**src/rtl/io_uart_tx.sv**
```systemverilog
// io_uart_tx: watches the core's output register, queues every change of the
// word in a small FIFO and sends each queued word as four 8N1 UART bytes,
// least-significant byte first, on a single idle-high TX line.
module io_uart_tx #(
    parameter int CLKS_PER_BIT = 868,
    parameter int FIFO_DEPTH   = 4
) (
    input  logic                          clk_i,
    input  logic                          rstn_i,
    input  logic [31:0]                   data_i,
    output logic                          tx_o,
    output logic                          busy_o,
    output logic                          overflow_o,
    output logic [$clog2(FIFO_DEPTH):0]   level_o
);

    localparam int CW = $clog2(CLKS_PER_BIT);
    localparam int PW = $clog2(FIFO_DEPTH);
    localparam int LW = PW + 1;
    localparam logic [CW-1:0] CNT_LAST = CW'(CLKS_PER_BIT - 1);
    localparam logic [LW-1:0] LVL_FULL = LW'(FIFO_DEPTH);

    typedef enum logic [1:0] {
        IDLE,
        START,
        DATA,
        STOP
    } state_t;

    // FIFO and change-detect state
    logic [31:0]   prev_q;
    logic [31:0]   mem [FIFO_DEPTH];
    logic [PW-1:0] wr_ptr_q, rd_ptr_q;
    logic [LW-1:0] level_q, level_d;
    logic          ovf_q;
    logic          change, push, pop, drop;

    // Transmitter state
    state_t        state_q, state_d;
    logic [CW-1:0] cnt_q, cnt_d;
    logic [2:0]    bit_q, bit_d;
    logic [1:0]    byte_q, byte_d;
    logic [31:0]   shift_q, shift_d;
    logic [7:0]    cur_byte;
    logic          bit_done;
    logic          tx_q, tx_d;
    logic          busy_q, busy_d;

    // Push/pop decisions and the next FIFO occupancy.
    // NOTE: every signal written in an always_comb gets a default first, so no path leaves it unassigned and no latch is inferred.
    always_comb begin
        change  = (data_i != prev_q);
        pop     = (state_q == IDLE) && (level_q != '0);
        push    = change && ((level_q != LVL_FULL) || pop);
        drop    = change && !push;
        level_d = level_q;
        case ({push, pop})
            2'b10:   level_d = level_q + 1'b1;
            2'b01:   level_d = level_q - 1'b1;
            default: level_d = level_q;
        endcase
    end

    // Change detector, FIFO pointers, occupancy and sticky overflow flag.
    // NOTE: sequential state is updated with non-blocking assignments so every register samples the pre-edge values.
    always_ff @(posedge clk_i) begin
        if (!rstn_i) begin
            prev_q   <= '0;
            wr_ptr_q <= '0;
            rd_ptr_q <= '0;
            level_q  <= '0;
            ovf_q    <= 1'b0;
        end else begin
            if (change) prev_q <= data_i;
            if (push)   wr_ptr_q <= wr_ptr_q + 1'b1;
            if (pop)    rd_ptr_q <= rd_ptr_q + 1'b1;
            level_q <= level_d;
            if (drop)   ovf_q <= 1'b1;
        end
    end

    // FIFO storage; contents are only meaningful below the occupancy count.
    // NOTE: the storage array has no reset; emptiness is tracked by the pointers and level, which are reset.
    always_ff @(posedge clk_i) begin
        if (push) mem[wr_ptr_q] <= data_i;
    end

    // Next-state, baud counter and next TX level for the frame sequencer.
    always_comb begin
        state_d  = state_q;
        cnt_d    = cnt_q;
        bit_d    = bit_q;
        byte_d   = byte_q;
        shift_d  = shift_q;
        bit_done = (cnt_q == CNT_LAST);

        if (state_q != IDLE) begin
            cnt_d = bit_done ? '0 : cnt_q + 1'b1;
        end

        case (state_q)
            IDLE: begin
                if (pop) begin
                    state_d = START;
                    shift_d = mem[rd_ptr_q];
                    byte_d  = 2'd0;
                    cnt_d   = '0;
                end
            end
            START: begin
                if (bit_done) begin
                    bit_d   = 3'd0;
                    state_d = DATA;
                end
            end
            DATA: begin
                if (bit_done) begin
                    if (bit_q == 3'd7) state_d = STOP;
                    else               bit_d   = bit_q + 1'b1;
                end
            end
            STOP: begin
                if (bit_done) begin
                    if (byte_q != 2'd3) begin
                        byte_d  = byte_q + 1'b1;
                        shift_d = shift_q >> 8;
                        state_d = START;
                    end else begin
                        state_d = IDLE;
                    end
                end
            end
            default: state_d = IDLE;
        endcase

        // TX level follows the state being entered, so the line is a plain register.
        cur_byte = shift_d[7:0];
        tx_d     = 1'b1;
        if (state_d == START)     tx_d = 1'b0;
        else if (state_d == DATA) tx_d = cur_byte[bit_d];

        busy_d = (state_d != IDLE) || (level_d != '0);
    end

    // Frame sequencer registers, registered TX line and busy flag.
    always_ff @(posedge clk_i) begin
        if (!rstn_i) begin
            state_q <= IDLE;
            cnt_q   <= '0;
            bit_q   <= '0;
            byte_q  <= '0;
            shift_q <= '0;
            tx_q    <= 1'b1;
            busy_q  <= 1'b0;
        end else begin
            state_q <= state_d;
            cnt_q   <= cnt_d;
            bit_q   <= bit_d;
            byte_q  <= byte_d;
            shift_q <= shift_d;
            tx_q    <= tx_d;
            busy_q  <= busy_d;
        end
    end

    assign tx_o       = tx_q;
    assign busy_o     = busy_q;
    assign overflow_o = ovf_q;
    assign level_o    = level_q;

endmodule
```
**config.mk**
```make
export PLATFORM = sky130hd
export DESIGN_NAME = io_uart_tx
export DESIGN_NICKNAME = d
export VERILOG_FILES = /design/src/rtl/io_uart_tx.sv
export SDC_FILE = /design/constraint.sdc
export NUM_CORES = 1
export LEC_CHECK = 0
export ABC_CLOCK_PERIOD_IN_PS = 5550
export CAP_MARGIN = 15
export CORE_UTILIZATION = 48
export CTS_BUF_LIST = sky130_fd_sc_hd__clkbuf_4 sky130_fd_sc_hd__clkbuf_8 sky130_fd_sc_hd__clkbuf_16
export DETAILED_ROUTE_END_ITERATION = 16
export GPL_TIMING_DRIVEN = 0
export PLACE_DENSITY = 0.7
export SYNTH_ARGS = -nofsm -noshare
export SYNTH_HDL_FRONTEND = slang
export SYNTH_SLANG_ARGS = --single-unit
```
**constraint.sdc**
```tcl
create_clock -name clk_i -period 5.55 [get_ports clk_i]
set_input_delay 1.11 -clock clk_i [delete_from_list [all_inputs] [get_ports clk_i]]
set_output_delay 1.11 -clock clk_i [all_outputs]
set_load 0.1 [all_outputs]
```
==> impl_metrics.toml, run 1 <==
[synth]
ys_ff_latch = 221
synthFlopType = "edfxtp_1"
syn-num-nets = 677
syn_avg_cell_area_sq_um = 13.9
synth_edf_count = 128
ys_seq_area_frac = 0.649
ys_warn_count = 0
synth_top_area_frac = 0.437
synthArstFlopShare = 0
synth_area_sq_um = 8790
synth_cells = 631
synth_area_leader_cell = "edfxtp_1"
netlist_top_cells_area = "edfxtp_1, dfxtp_1, mux4_2"
yosysUniqueCellTypes = 57
synth_common_cells = "edfxtp_1, dfxtp_1, nor2_1"
yosysMostFrequentCell = "edfxtp_1"

[sta]
period_minus_slack_ns = 3.99
tns_ns = 0
max_freq_mhz = 251
fin_crit_sh = 0.719
finalSetupViolCount = 0
finClkSkew_ns = 0.0200
fin_hold_ws_ns = 0.461
finalHoldViolCount = 0
worstMarginPinSlew_ns = 1.05
relSlewSlack = 0.295
rsz0062_at_grt = "false"
slew_viol_final = 0

[min_path]
worstHoldPathCells = 2
min_path_type = "register to register"

[setup_path]
crit_chain = "clkdlybuf4s50_1, xnor2_1, nand4_1, nor4_1, and3_1, fa_1, nand2_1, mux2i_1, a2111o_1"
r2r_slack_ns = 2.40
cp-start-kind = "primary input"
crit_family = "simple AND/OR/NAND/NOR gates"
slowest_stage = "nor4_1"
worst-path-buf-inv = 1
path_class = "primary input to register"
crit_path_max_fanout = 6
worst-path-stages = 9
endpoint_kind = "register"
worstPathArrival_ns = 4.38
cpPeakStageDelay_ns = 0.92
reg2regPathDepth = 10
required_ns = 5.94

[cells_and_area]
finalNetCount = 745
antenna_cells = 0
area_growth_pct = 18.6
utilization = 0.580
fillers = 1368
drive_gt1_frac = 0.137

[power_and_ir_drop]
p_int_mw = 3.58
p_sw_frac = 0.306
ir_drop_v = 0.000505
p_switching_mw = 1.58
combinationalPowerShare = 0.266
p_clk_frac = 0.340
seq_power_share = 0.394
power.leakage_nw = 3.54
p_per_area_nw_per_um2 = 494

[cts]
cts_setup_buffers = 0
cts.clk_slew.worst_paths_ns = 0.06
cts_tree = "yes"
cts-root-buf = "clkbuf_16"
clk_latency_ns = 0.52
ctsResizeCount = 0
cts-buffers-inserted = 23
holdBufCountCts = 0
clock_sinks = 221
h-tree-depth = 1
ctsLongestPathBuffers = 3

[route]
ant_nets = 0
dr.first_iter.drc_count = 422
viasPerCell = 5.79
num_vias = 5469
drt_wl_total_um = 19300
drc = 0
post_drt_wl_per_cell_um = 20.4
first_pass_iters = 5

[placement]
dp_hpwl_um = 13100
place_congestion = 0.842
io_buffers = 39

[global_routing]
grt_pass1_vias = 5433
grt_start_max_net_pins = 24
antenna_found_initial = 0
grt_usage = 0.215
overflow = 0
grt_pass1_wl_um = 29900

[outcome]
status = "finished, final reports clean"

[floorplanning]
num_rows = 49
io_pins = 40
die_area_sq_um = 18900
die_w_um = 137
die_h_um = 137
core_area_sq_um = 18000
start_util = 0.489

[run]
drv_cap = 0
-- final timing paths --
path	end	startpoint
min	shift_q[28]	shift_q[28]
min reg2reg	shift_q[28]	shift_q[28]
max	busy_o	data_i[0]
max reg2reg	tx_o	state_q[0]
-- final cells by class --
class                      count  area [sq um]  area share
sequential                   221          5710       0.547
clock buffer                  26           604      0.0580
inverter                      10          37.5     0.00360
multi-input combinational    368          2920       0.280
clock inverter                16           270      0.0259
tap                          229           287      0.0275
timing repair buffer          43           470      0.0451
buffer                        32           131      0.0126
-- logic make-up after synthesis --
family,Yosys count,share of synthesized area
xor+xnor,38,0.0394
mux,39,0.0900
fa+ha+maj,12,0.0179
buf+inv,42,0.0192
flops,221,0.649
simple gates,189,0.112
compound gates,90,0.0723
-- cells in the final DEF (no fill, tap or decap), types with 5 or more instances in the layout --
| master | n |
|---|---|
| nand2_1 | 24 |
| and2_1 | 35 |
| nand3_1 | 16 |
| nor4_1 | 5 |
| ha_1 | 11 |
| clkbuf_16 | 23 |
| nor3_1 | 20 |
| nor2_1 | 61 |
| dfxtp_1 | 93 |
| bufinv_16 | 7 |
| o21ai_0 | 6 |
| inv_1 | 9 |
| nand4_1 | 9 |
| clkdlybuf4s50_1 | 39 |
| a21oi_1 | 33 |
| mux2i_1 | 7 |
| edfxtp_1 | 128 |
| a22oi_1 | 21 |
| clkinv_2 | 5 |
| mux4_2 | 32 |
| xnor2_1 | 36 |
| a222oi_1 | 8 |
| clkbuf_1 | 25 |
-- flip-flops by register name, summed over array words and instances (netlist names), named ones only --
name	flops
tx_o	1
bit_q	3
state_q	2
overflow_o	1
prev_q	32
busy_o	1
mem	128
cnt_q	10
rd_ptr_q	2
shift_q	32
byte_q	2
level_o	3
wr_ptr_q	2
-- worst register-to-register path, delay by kind of cell, from the launching register on --
| family | cells | cell delay (ns) |
|---|---|---|
| multiplexers | 1 | 0.23 |
| AND/OR/NAND/NOR | 2 | 0.83 |
| flip-flops | 1 | 0.34 |
| adder cells (fa/ha/maj) | 1 | 0.16 |
| buffers and inverters | 4 | 1.08 |
| AO/OA/AOI/OAI | 2 | 0.41 |
-- power by group through the flow --
stage                     Clock, mW  Sequential [mW]  Combinational (mW)
after CTS                      1.77             2.03                1.37
after floorplan                   0             2.15               0.879
after global placement            0             2.06                1.31
final                          1.75             2.03                1.37
after detailed placement          0             2.07                1.36
after global routing           1.83             2.05                1.48
-- metrics by stage --
stage	setup slack (ns)	cell area [sq um]	instances	total power [mW]
detailed placement	1.09	9550	903	3.43
CTS	1.62	10400	945	5.17
floorplan	2.44	8790	631	3.03
global placement	0.626	9470	899	3.37
global route	1.40	10400	945	5.36
finish	1.56	10400	945	5.16
-- routing by layer --
layer / vias up / part of all wire / GRT usage
met1: 2709 / 0.41 / 0.271
met5: - / 0 / 0
li1: 2507 / - / -
met3: 52 / 0.057 / 0.0361
met4: 0 / 0.046 / 0.0958
met2: 201 / 0.49 / 0.364
Power figures use the tool's default switching activity.
==> inputs of run 2 (changes only) <==
- ABC_CLOCK_PERIOD_IN_PS: 5550 -> 3830
- clock period: 5.55 -> 3.83 ns (I/O delays scaled with it)
==> results of run 2 <==
Same layout as run 1 (identical final DEF). Status: finished, final reports clean.
Main changes from that run: setup slack after placement 1.09 ns -> -0.281 ns; setup slack after layout 1.56 ns -> 0.182 ns; register-to-register setup slack 2.40 ns -> 0.68 ns; total power 5.16 mW -> 7.47 mW; worst IR drop on VDD 0.000505 V -> 0.000731 V
==> inputs of run 3 (changes only) <==
- CAP_MARGIN: 15 -> 20
==> run 3 against run 2 <==
Net effect:
- non-clock buffer count grew 1
- critical path type unchanged
- clock-buffer cell count unchanged
- via count rose by 0.99%
- critical endpoint unchanged
- die area unchanged
- global-route usage unchanged
- routed wire length rose by 0.11%
- largest cell class unchanged
- core utilization barely moved
- critical path depth unchanged
==> impl_metrics.toml, run 3 (synthesis results as in run 1) <==
[outcome]
status = "finished, final reports clean"

[floorplanning]
die_w_um = 137
die_h_um = 137
start_util = 0.489
io_pins = 40
core_area_sq_um = 18000
die_area_sq_um = 18900
num_rows = 49

[setup_path]
crit_start = "data_i[13]"
crit_chain = "clkdlybuf4s50_1, xnor2_1, nand4_1, nor4_1, and3_1, fa_1, nand2_1, mux2i_1, a2111o_1"
path_class = "primary input to register"
worstPathArrival_ns = 3.86
cp-start-kind = "primary input"
r2r_end = "tx_o"
cpPeakStageDelay_ns = 0.79
reg2regPathDepth = 10
r2r_slack_ns = 0.63
endpoint_kind = "register"
r2r-start = "state_q[0]"
required_ns = 4.22
crit_end = "busy_o"
slowest_stage = "nor4_1"
crit_path_max_fanout = 6

[placement]
io_buffers = 39
dpl_cell_area_sq_um = 9550
placed_cells = 903
dp_hpwl_um = 13100
place_congestion = 0.842

[sta]
fin_hold_ws_ns = 0.460
finalSetupViolCount = 0
finalHoldViolCount = 0
finClkSkew_ns = 0.0190
max_freq_mhz = 288
period_minus_slack_ns = 3.47
rsz0062_at_grt = "false"
worstMarginPinSlew_ns = 0.980
slew_viol_final = 0
fin_crit_sh = 0.906
relSlewSlack = 0.345

[cts]
clock_sinks = 221
clk_latency_ns = 0.52
cts_tree = "yes"
holdBufCountCts = 0
cts_setup_buffers = 0
ctsResizeCount = 0
cts-buffers-inserted = 23
h-tree-depth = 1
cts.clk_slew.worst_paths_ns = 0.06
ctsLongestPathBuffers = 3
cts-root-buf = "clkbuf_16"

[route]
post_drt_wl_per_cell_um = 20.4
drc = 0
viasPerCell = 5.84
first_pass_iters = 7
ant_nets = 0
dr.first_iter.drc_count = 375
drt_wl_total_um = 19300
num_vias = 5523

[global_routing]
grt_usage = 0.215
grt_pass1_wl_um = 29900
antenna_found_initial = 0
grt_pass1_vias = 5433
grt_start_max_net_pins = 24
overflow = 0

[cells_and_area]
final_common_cell = "edfxtp_1"
finalNetCount = 746
drive_gt1_frac = 0.138
stdcell_count = 946
layout_common_cells = "edfxtp_1, dfxtp_1, nor2_1"
antenna_cells = 0
area_growth_pct = 18.7
reg.largest.list = "mem (128), prev_q (32), shift_q (32)"
largest_reg_flops = 128
utilization = 0.581
final_cell_area_sq_um = 10400
regMostFlops = "mem"

[power_and_ir_drop]
ir_drop_v = 0.000733
p_per_area_nw_per_um2 = 715
power.leakage_nw = 3.55

[min_path]
min_from = "shift_q[26]"
min_path_type = "register to register"

[run]
drv_cap = 0
-- run 3: report_power, final --
part	internal, mW	switching [mW]	leakage (nW)
clock network	1.61	0.919	0.431
registers	2.82	0.128	1.96
logic	0.751	1.23	1.15
total	5.18	2.28	3.55
-- run 3: how the worst min path moves through the flow --
stage / depth (start not counted) / to / slack [ns]
floorplan: 2 / byte_q[1] / 0.44
global placement: 2 / byte_q[1] / 0.44
detailed placement: 2 / shift_q[26] / 0.45
CTS: 2 / shift_q[26] / 0.46
global route: 2 / shift_q[27] / 0.49
finish: 2 / shift_q[26] / 0.46
-- run 3: area by class of cell --
type	instances	area (sq um)
buffer	32	131
clock buffer	26	604
clock inverter	16	270
fill	1368	7530
inverter	10	37.5
multi-input combinational	368	2920
sequential	221	5710
tap	229	287
timing repair buffer	44	475
-- run 3: layer usage --
layer  part of all wire  vias up  global-route usage  wire length (um)
li1                   -     2514                   -                 -
met1               0.41     2737               0.271              7860
met2               0.49      220               0.364              9450
met3              0.057       52              0.0361              1110
met4              0.046        0              0.0958               895
met5                  0        -                   0                 0
-- run 3: stage by stage --
stage | setup slack, ns | setup TNS [ns] | power, mW
global route | 0.287 | 0 | 7.77
detailed placement | -0.281 | -27.03 | 4.96
floorplan | 0.785 | 0 | 4.38
finish | 0.359 | 0 | 7.46
global placement | -0.750 | -94.55 | 4.88
CTS | 0.245 | 0 | 7.49
-- run 3: worst max-delay path, delay by kind of cell --
family                     cells  cell delay [ns]
and+or+nand+nor                4             1.34
buffers and inverters          1             0.50
adders and majority gates      1             0.42
xor gates and xnor gates       1             0.38
AOI/OAI and AO/OA              1             0.36
muxes                          1             0.09
